==> src/rtl/interrupt_pkg.sv <==
// Shared definitions for the interrupt cause path: vector geometry, cause
// indices and the helper that decides whether jisr/il services one line.
package interrupt_pkg;

  localparam int CA_W = 23;
  localparam int IL_W = 5;

  // Cause indices inside ca[22:0]
  localparam int CA_RESET  = 0;
  localparam int CA_ILL    = 1;
  localparam int CA_MAL    = 2;
  localparam int CA_PFF    = 3;
  localparam int CA_PFLS   = 4;
  localparam int CA_TRAP   = 5;
  localparam int CA_OVF    = 6;
  localparam int CA_NMI    = 16;
  localparam int CA_BUSERR = 17;
  localparam int CA_EXT0   = 18;

  // Internal (pipeline) and external (line) ranges of the cause vector
  localparam int INT_LO = 0;
  localparam int INT_HI = 15;
  localparam int EXT_LO = 16;
  localparam int EXT_HI = 22;

  typedef logic [CA_W-1:0] ca_t;
  typedef logic [IL_W-1:0] il_t;

  // What the internal cause register does this cycle
  typedef enum logic [1:0] {
    INT_LOAD  = 2'd0,
    INT_HOLD  = 2'd1,
    INT_FLUSH = 2'd2
  } int_op_e;

  // True when the controller is taking the interrupt whose cause index is idx
  function automatic logic clr_hit(input logic jisr, input il_t il, input int unsigned idx);
    return jisr && (il == il_t'(idx));
  endfunction

endpackage

==> src/rtl/irq_line_sync.sv <==
// One external request line: synchroniser chain, edge detector and the
// pending flop that feeds the cause vector. LEVEL selects level-following
// behaviour instead of the sticky edge latch. SYNC_STAGES must be >= 2.
module irq_line_sync #(
  parameter int SYNC_STAGES = 2,
  parameter bit LEVEL       = 1'b0
) (
  input  logic clk,
  input  logic rst_n,
  input  logic clr,
  input  logic irq,
  output logic pend,
  output logic pend_next
);

  logic [SYNC_STAGES-1:0] r_sync;
  logic                   r_prev;
  logic                   r_pend;
  logic                   w_s;
  logic                   w_rise;
  logic                   w_pend_next;

  assign w_s    = r_sync[SYNC_STAGES-1];
  assign w_rise = w_s & ~r_prev;

  // Next pending value: level lines follow the synchronised input; edge
  // lines latch a rising edge and drop only when serviced. A new edge in the
  // same cycle as the clear wins so the event is not lost.
  always_comb begin
    w_pend_next = r_pend;
    if (LEVEL) begin
      w_pend_next = w_s;
    end else begin
      w_pend_next = w_rise | (r_pend & ~clr);
    end
  end

  // Synchroniser, edge history and pending state; all cleared by reset so a
  // line held high across reset release produces exactly one edge.
  always_ff @(posedge clk or negedge rst_n) begin
    if (!rst_n) begin
      r_sync <= '0;
      r_prev <= 1'b0;
      r_pend <= 1'b0;
    end else begin
      r_sync <= {r_sync[SYNC_STAGES-2:0], irq};
      r_prev <= w_s;
      r_pend <= w_pend_next;
    end
  end

  assign pend      = r_pend;
  assign pend_next = w_pend_next;

endmodule

==> src/rtl/cause_collector.sv <==
// Builds the registered cause vector for the interrupt controller: the low
// bits capture pipeline exception strobes, the high bits hold synchronised
// external requests. jisr/il feedback flushes the internal causes and clears
// the serviced external bit.
module cause_collector
  import interrupt_pkg::*;
#(
  parameter int               N_INT       = 16,
  parameter int               N_EXT       = 7,
  parameter int               SYNC_STAGES = 2,
  parameter logic [N_EXT-1:0] LEVEL_MASK  = '0
) (
  input  logic                   clk,
  input  logic                   rst_n,
  input  logic [N_INT-1:0]       int_cause,
  input  logic                   int_valid,
  input  logic                   stall,
  input  logic [N_EXT-1:0]       ext_irq,
  input  logic                   jisr,
  input  logic [IL_W-1:0]        il,
  output logic [N_INT+N_EXT-1:0] ca,
  output logic                   ext_pending
);

  logic [N_INT-1:0] r_int;
  logic             r_ext_pending;
  int_op_e          w_int_op;
  logic [N_EXT-1:0] w_clr;
  logic [N_EXT-1:0] w_pend;
  logic [N_EXT-1:0] w_pend_next;

  // Priority for the internal register: flush on jisr, then stall hold, else load
  always_comb begin
    w_int_op = INT_LOAD;
    if (jisr) begin
      w_int_op = INT_FLUSH;
    end else if (stall) begin
      w_int_op = INT_HOLD;
    end
  end

  // Internal cause register; bubbles (int_valid=0) load zero
  always_ff @(posedge clk or negedge rst_n) begin
    if (!rst_n) begin
      r_int <= '0;
    end else begin
      case (w_int_op)
        INT_FLUSH: r_int <= '0;
        INT_HOLD:  r_int <= r_int;
        default:   r_int <= int_valid ? int_cause : '0;
      endcase
    end
  end

  // One synchroniser/pending slice per external line
  generate
    for (genvar gi = 0; gi < N_EXT; gi++) begin : g_line
      assign w_clr[gi] = clr_hit(jisr, il, N_INT + gi);

      irq_line_sync #(
        .SYNC_STAGES (SYNC_STAGES),
        .LEVEL       (LEVEL_MASK[gi])
      ) u_line (
        .clk       (clk),
        .rst_n     (rst_n),
        .clr       (w_clr[gi]),
        .irq       (ext_irq[gi]),
        .pend      (w_pend[gi]),
        .pend_next (w_pend_next[gi])
      );
    end
  endgenerate

  // Summary flag registered from the same next-state as the pending bits so
  // it changes in the same cycle as ca
  always_ff @(posedge clk or negedge rst_n) begin
    if (!rst_n) begin
      r_ext_pending <= 1'b0;
    end else begin
      r_ext_pending <= |w_pend_next;
    end
  end

  assign ca          = {w_pend, r_int};
  assign ext_pending = r_ext_pending;

endmodule

==> config.mk <==
export PLATFORM = sky130hd
export DESIGN_NAME = cause_collector
export DESIGN_NICKNAME = d
export VERILOG_FILES = /design/src/rtl/interrupt_pkg.sv /design/src/rtl/irq_line_sync.sv /design/src/rtl/cause_collector.sv
export SDC_FILE = /design/constraint.sdc
export NUM_CORES = 1
export LEC_CHECK = 0
export ABC_AREA = 1
export BUFFER_PORTS_ARGS = -buffer_cell sky130_fd_sc_hd__buf_2
export CAP_MARGIN = 15
export CORE_ASPECT_RATIO = 1.75
export CORE_MARGIN = 8
export CORE_UTILIZATION = 25
export CTS_BUF_LIST = sky130_fd_sc_hd__clkbuf_8
export CTS_CLUSTER_DIAMETER = 50
export DETAILED_ROUTE_END_ITERATION = 6
export HOLD_SLACK_MARGIN = 0.05
export SLEW_MARGIN = 20
export SYNTH_ARGS = -nofsm -noshare
export SYNTH_HDL_FRONTEND = slang
export SYNTH_SLANG_ARGS = --single-unit
==> constraint.sdc <==
create_clock -name clk -period 2.45 [get_ports clk]
set_clock_uncertainty 0.05 [all_clocks]
set_input_delay 0.1225 -clock clk [delete_from_list [all_inputs] [get_ports clk]]
set_output_delay 0.1225 -clock clk [all_outputs]
set_load 0.01 [all_outputs]
==> implementation parameters, run 1 <==
Parameter                              Value

Place
  Standard cell area after detailed placement    between 1500 and 2000 um^2
  Number of buffers inserted by port buffering    56
  Placer congestion estimate    0.726
  Final HPWL DP    ~2.8 mm
  DP Cell Count    286

Clock tree
  H-Tree Level Count    2
  Count of cells resized by post-cts repair    0
  Clock transition at the registers of the reported paths    0.08 ns
  Clock latency reported for the late side of the worst-skew pair    0.30 ns
  Clock root buffer    sky130_fd_sc_hd__clkbuf_8
  CTS tree    done
  Cts bufs inserted    5
  CTS Buffer Depth    2
  TritonCTS Sinks    between 40 and 50

Global routing
  Largest net degree at the start of global routing    46
  Layer carrying the most global-route usage    met2
  Global-route met2 utilization    0.148
  Met3 Resource Use GR    0.0275
  GR Util met1    0.0877
  Via count of the first global-routing pass    1392
  Global-route wire length before repair    6.73 mm
  Antenna violations before repair    0
  Residual overflow from global routing    0
  Global-route total usage across every layer    0.0893

Logic synthesis
  Yosys cell types    16
  Yosys warnings    0
  Average footprint of a synthesized cell    10.6 um^2
  Share of the yosys chip area belonging to registers    0.666
  Post-synthesis register bit count    45
  Gate Count Post-Synth    approximately 160
  Net Count, Synth    192
  Area of the mapped netlist    1690 um^2

Worst setup path
  Highest net fanout along the worst path    17
  Crit start category    primary input
  Worst Setup End Kind    register
  Critical path data arrival time    1.27 ns
  Data required time of the worst path    2.56 ns
  Worst Setup SP    stall
  Source of the worst register-to-register timing path    g_line[3].u_line.r_sync[1]
  CP Class    primary input to register

Finish
  Ant. Diodes    0
  Core occupancy in the finished layout    0.356
  Post-route cell area    2330 um^2
  Net count, final    approximately 270
  Area growth, synth to finish    37.6%
  Fill cells    707
  Fraction of final layout cells with drive strength greater than 1    0.319
  Number of cells in the finished layout apart from fillers    between 300 and 400

Pwr
  Static power due to leakage    1.10 nW
  Power density of the placed cells    603 nW/um^2
  Worst ir drop on vdd    0.181 mV

Job
  Total of max-cap violations    0

Floorplanning
  Core area    6540 um^2
  Die Y    125 um
  Count of boundary I/O pins    57
  Die area    9760 um^2
  Die extent in x    78.2 um
  Row cnt    39
  Initial cell density of the core    0.259

STA
  Minimum clock period    1.16 ns
  Total Neg Setup Slack    0 ns
  Count of final setup violators    0
  RSZ-0062 raised after global routing    no
  Achievable Freq    around 860 MHz
  Share of the cycle needed by the critical path after routing    0.474
  Max-slew headroom at the worst pin    0.309
  Slew of the pin with the lowest slew margin    1.03 ns
  Number of hold-slack violations in the final timing report    0
  Number of max-slew violations in the final report    0

Status
  Outcome    finished clean

Route
  ANT nets after route    0
  Iteration-0 DRC count of the detailed router    57
  DR vias/cell    4.09
  Routed len/inst    12.9 um
  Vias    1295
  Pre-Repair DR Iteration Count    4
  Wirelength, routed    4.09 mm
  Drc violations    0

Worst hold path
  Startpoint of the most critical hold path    il[3]
  Worst Hold Class    primary input to register
==> registers in the layout (all words and copies together) (netlist names) <==
| signal | flops |
|---|---|
| ext_pending | 1 |
| g_line.u_line.r_prev | 7 |
| g_line.u_line.r_sync | 14 |
| g_line.u_line.pend | 7 |
| r_int | 16 |
==> power by group <==
group | leakage (nW) | total, mW | internal [mW] | switching [mW]
clock | 0.0433 | 0.472 | 0.223 | 0.249
sequential | 0.535 | 0.787 | 0.774 | 0.0132
combinational | 0.519 | 0.144 | 0.0679 | 0.0766
total | 1.10 | 1.40 | 1.06 | 0.339
==> metal layers <==
layer | wire [um] | vias up
met3 | 189 | 14
met4 | 211 | 0
met1 | 1560 | 613
li1 | - | 629
met5 | 0 | -
met2 | 2130 | 39
==> cell type report <==
type / count / area (um^2) / area share
flip-flops and latches: 45 / 1130 / 0.484
multi-input cells: 69 / 358 / 0.154
clock inverters: 1 / 7.51 / 0.00323
clock buffers: 6 / 82.6 / 0.0355
well taps: 82 / 103 / 0.0441
repair buffers: 80 / 523 / 0.225
inverters: 34 / 128 / 0.0548
==> logic make-up (layout without fill, tap and decap cells) <==
| logic type | count (synthesis) | count (layout) | share of synthesized area |
|---|---|---|---|
| flops | 45 | 45 | 0.666 |
| buf+inv | 45 | 121 | 0.123 |
| simple gates | 45 | 45 | 0.118 |
| compound gates | 24 | 24 | 0.0932 |
==> path summary, 6_finish.rpt <==
path / to / slack (ns) / cells past startpoint
setup / recovery: r_int[0] / 1.29 / 4
hold / removal: g_line[5].u_line.pend / 0.13 / 5
setup reg to reg: ext_pending / 1.43 / 6
hold reg to reg: g_line[2].u_line.r_sync[1] / 0.30 / 0
max in group asynchronous: g_line[4].u_line.r_sync[0] / 1.67 / 2
min in group asynchronous: r_int[13] / 0.29 / 2
==> cells in the mapped netlist <==
cell type / count / share of area
sky130_fd_sc_hd__inv_2: 2 / 0.0044
sky130_fd_sc_hd__nand3_1: 20 / 0.059
sky130_fd_sc_hd__o21ai_0: 6 / 0.018
sky130_fd_sc_hd__nor2_1: 14 / 0.031
sky130_fd_sc_hd__nand3b_1: 1 / 0.0044
sky130_fd_sc_hd__dfrtp_1: 45 / 0.67
sky130_fd_sc_hd__buf_4: 8 / 0.036
sky130_fd_sc_hd__or2_1: 1 / 0.0037
sky130_fd_sc_hd__nand2_1: 9 / 0.020
sky130_fd_sc_hd__buf_2: 1 / 0.0030
sky130_fd_sc_hd__o21ai_2: 10 / 0.052
sky130_fd_sc_hd__inv_1: 32 / 0.071
sky130_fd_sc_hd__o21ai_1: 2 / 0.0059
sky130_fd_sc_hd__buf_6: 1 / 0.0067
sky130_fd_sc_hd__a21oi_1: 6 / 0.018
sky130_fd_sc_hd__clkbuf_1: 1 / 0.0022
==> cells in the final DEF, fill, tap and decap left out, drive strengths merged <==
master       count
a21oi            6
clkinvlp         1
clkbuf           6
buf             56
dfrtp           45
or2              1
o21ai           18
nand2            9
nand3           20
dlygate4sd3     24
inv             34
nand3b           1
nor2            14
==> through the flow <==
step           total power, mW  hold slack, ns  setup slack (ns)
2_1_floorplan            0.858          -0.223              1.52
3_3_place_gp             0.915           0.181              1.01
3_5_place_dp             0.919           0.182             0.967
4_1_cts                   1.43           0.135              1.17
5_1_grt                   1.46           0.171              1.13
6_report                  1.40           0.129              1.29
==> what timing repair did <==
item                      CTS  global route
setup buffers               0             0
hold endpoints to repair   68             0
hold buffers               24             0
==> critical path, stage by stage <==
cell and delay [ns]:
sky130_fd_sc_hd__buf_2 0.10, sky130_fd_sc_hd__inv_2 0.21, sky130_fd_sc_hd__or2_1 0.65, sky130_fd_sc_hd__o21ai_0 0.17
Power figures use the tool's default switching activity.
==> inputs of run 2 (changes only) <==
==> constraint.sdc (replaced) <==
create_clock -name clk -period 1.05 [get_ports clk]
set_clock_uncertainty 0.05 [all_clocks]
set_input_delay 0.0525 -clock clk [delete_from_list [all_inputs] [get_ports clk]]
set_output_delay 0.0525 -clock clk [all_outputs]
set_load 0.01 [all_outputs]
==> run 2 against run 1 <==
Utilization increased by 1.2 points. Via count up 1.2%. Cell area grew 3.3%. Sequential share of layout area fell by 1.5 points. Routed wire length is 2.5% lower. Critical endpoint is now ext_pending. Largest cell class unchanged. Largest power group unchanged.
==> implementation parameters, run 2 (synthesized netlist as in run 1, its figures left out) <==
Parameter                              Value

Status
  Outcome    finished clean

Finish
  Multi-input gate area    370 um^2
  Fraction of final layout cells with drive strength greater than 1    0.361
  Ant. Diodes    0
  Area growth, synth to finish    42.1%
  Net count, final    273
  Most common cell after layout, fill and taps aside    sky130_fd_sc_hd__buf_2
  Area of all sequential standard cells    1130 um^2
  Leading cell types in the layout, fill and taps excluded    sky130_fd_sc_hd__buf_2, sky130_fd_sc_hd__dfrtp_1, sky130_fd_sc_hd__inv_1
  Reg with most FFs    r_int
  Fill cells    683
  Number of cells in the finished layout apart from fillers    323
  Number of flip-flops in the largest register    16
  Regs by FF count    r_int (16), g_line.u_line.r_sync (14)

STA
  Hold_ws    0.0594 ns
  Achievable Freq    1010 MHz
  Count of final setup violators    0
  Total Neg Setup Slack    0 ns
  Slew of the pin with the lowest slew margin    0.331 ns
  Minimum clock period    0.989 ns
  RSZ-0062 raised after global routing    yes
  Number of max-slew violations in the final report    0
  Max-slew headroom at the worst pin    0.779
  Number of hold-slack violations in the final timing report    0
  Crit path setup slack, layout    0.0606 ns
  Share of the cycle needed by the critical path after routing    0.942

Floorplanning
  Die area    9760 um^2
  Die extent in x    78.2 um
  Count of boundary I/O pins    57
  Core area    6540 um^2
  Row cnt    39
  Die Y    125 um
  Initial cell density of the core    0.259

Clock tree
  Cts bufs inserted    5
  Clock latency reported for the late side of the worst-skew pair    0.30 ns
  Post-CTS Setup Repair Bufs    0
  TritonCTS Sinks    45
  Clock transition at the registers of the reported paths    0.09 ns
  CTS tree    done
  H-Tree Level Count    2
  CTS Buffer Depth    2
  Clock root buffer    sky130_fd_sc_hd__clkbuf_8

Route
  Routed len/inst    12.3 um
  Wirelength, routed    ~4 mm
  Vias    1310
  Pre-Repair DR Iteration Count    4
  DR vias/cell    4.06
  Iteration-0 DRC count of the detailed router    55
  Drc violations    0
  ANT nets after route    0

Pwr
  Relative contribution of combinational cells to total power    0.111
  Worst ir drop on vdd    0.675 mV
  Switch share    0.254
  Power density of the placed cells    1380 nW/um^2
  Overall power of the completed layout    about 3.3 mW
  Static power due to leakage    1.13 nW
  Share of total power in sequential cells    0.556
  Net Switching    roughly 0.84 mW
  Internal power consumption    about 2.5 mW
  Clock network fraction of total power    0.333

Global routing
  Antenna violations before repair    0
  Residual overflow from global routing    0
  Largest net degree at the start of global routing    34
  Via count of the first global-routing pass    1492
  Global-route wire length before repair    around 7.0 mm
  Global-route total usage across every layer    0.0905

Worst hold path
  Worst Hold Class    primary input to register
  Startpoint of the most critical hold path    il[3]

Place
  Placer congestion estimate    0.736
  Final HPWL DP    around 2.8 mm
  DP Cell Count    291
  Worst slack, placed    -0.0284 ns
  Number of buffers inserted by port buffering    56

Worst setup path
  Setup slack, reg-to-reg    0.06 ns
  Critical path data arrival time    ~1.1 ns
  Worst Setup End Kind    register
  Highest net fanout along the worst path    2
  Crit start category    register
  Source of the worst register-to-register timing path    g_line[1].u_line.r_sync[1]
  Worst Setup SP    g_line[1].u_line.r_sync[1]
  CP Class    register to register
  Data required time of the worst path    between 1 and 1.5 ns

Job
  Total of max-cap violations    0
## run 2: through the flow
step	util	area, um^2
floorplan	-	1690
global placement	0.315	2060
detailed placement	0.315	2060
CTS	0.366	2390
global route	0.368	2400
finish	0.368	2400
## run 2: repair_timing
action / CTS / global route
hold endpoints to repair: 69 / 0
endpoints found under the setup margin: 0 / 1
hold buffers: 24 / 0
resized for setup: 0 / 6
## run 2: path summary, 6_finish.rpt
path                                         endpoint  cells after the start
setup / recovery                          ext_pending                      6
hold / removal                  g_line[5].u_line.pend                      5
setup reg to reg                          ext_pending                      6
hold reg to reg            g_line[5].u_line.r_sync[1]                      0
max in group asynchronous  g_line[5].u_line.r_sync[0]                      3
min in group asynchronous                   r_int[10]                      2
## run 2: power groups by stage
stage / combinational (mW) / clock [mW] / sequential [mW]
after global placement: 0.295 / 0 / 1.87
after global routing: 0.412 / 1.24 / 1.85
after detailed placement: 0.300 / 0 / 1.87
after CTS: 0.370 / 1.17 / 1.84
final: 0.366 / 1.10 / 1.84
after floorplan: 0.124 / 0 / 1.88
## run 2: layer usage
metal / share of wire / global-route usage / vias to the layer above
met5: 0 / 0 / -
met2: 0.52 / 0.149 / 42
met1: 0.37 / 0.0900 / 612
met3: 0.057 / 0.0289 / 14
li1: - / - / 642
met4: 0.053 / 0.0724 / 0
## run 2: area by class of cell
type | instances | area share
timing repair buffer | 85 | 0.243
inverter | 34 | 0.0531
multi-input combinational | 69 | 0.154
clock buffer | 5 | 0.0286
tap | 82 | 0.0427
sequential | 45 | 0.469
clock inverter | 3 | 0.0104
## run 2: critical path: stages, from the launching register on
cell	delay, ns
sky130_fd_sc_hd__dfrtp_1	0.38
sky130_fd_sc_hd__inv_1	0.05
sky130_fd_sc_hd__nor2_1	0.03
sky130_fd_sc_hd__a21oi_1	0.17
sky130_fd_sc_hd__nand2_1	0.07
sky130_fd_sc_hd__nor2_1	0.08
sky130_fd_sc_hd__nand2_1	0.06
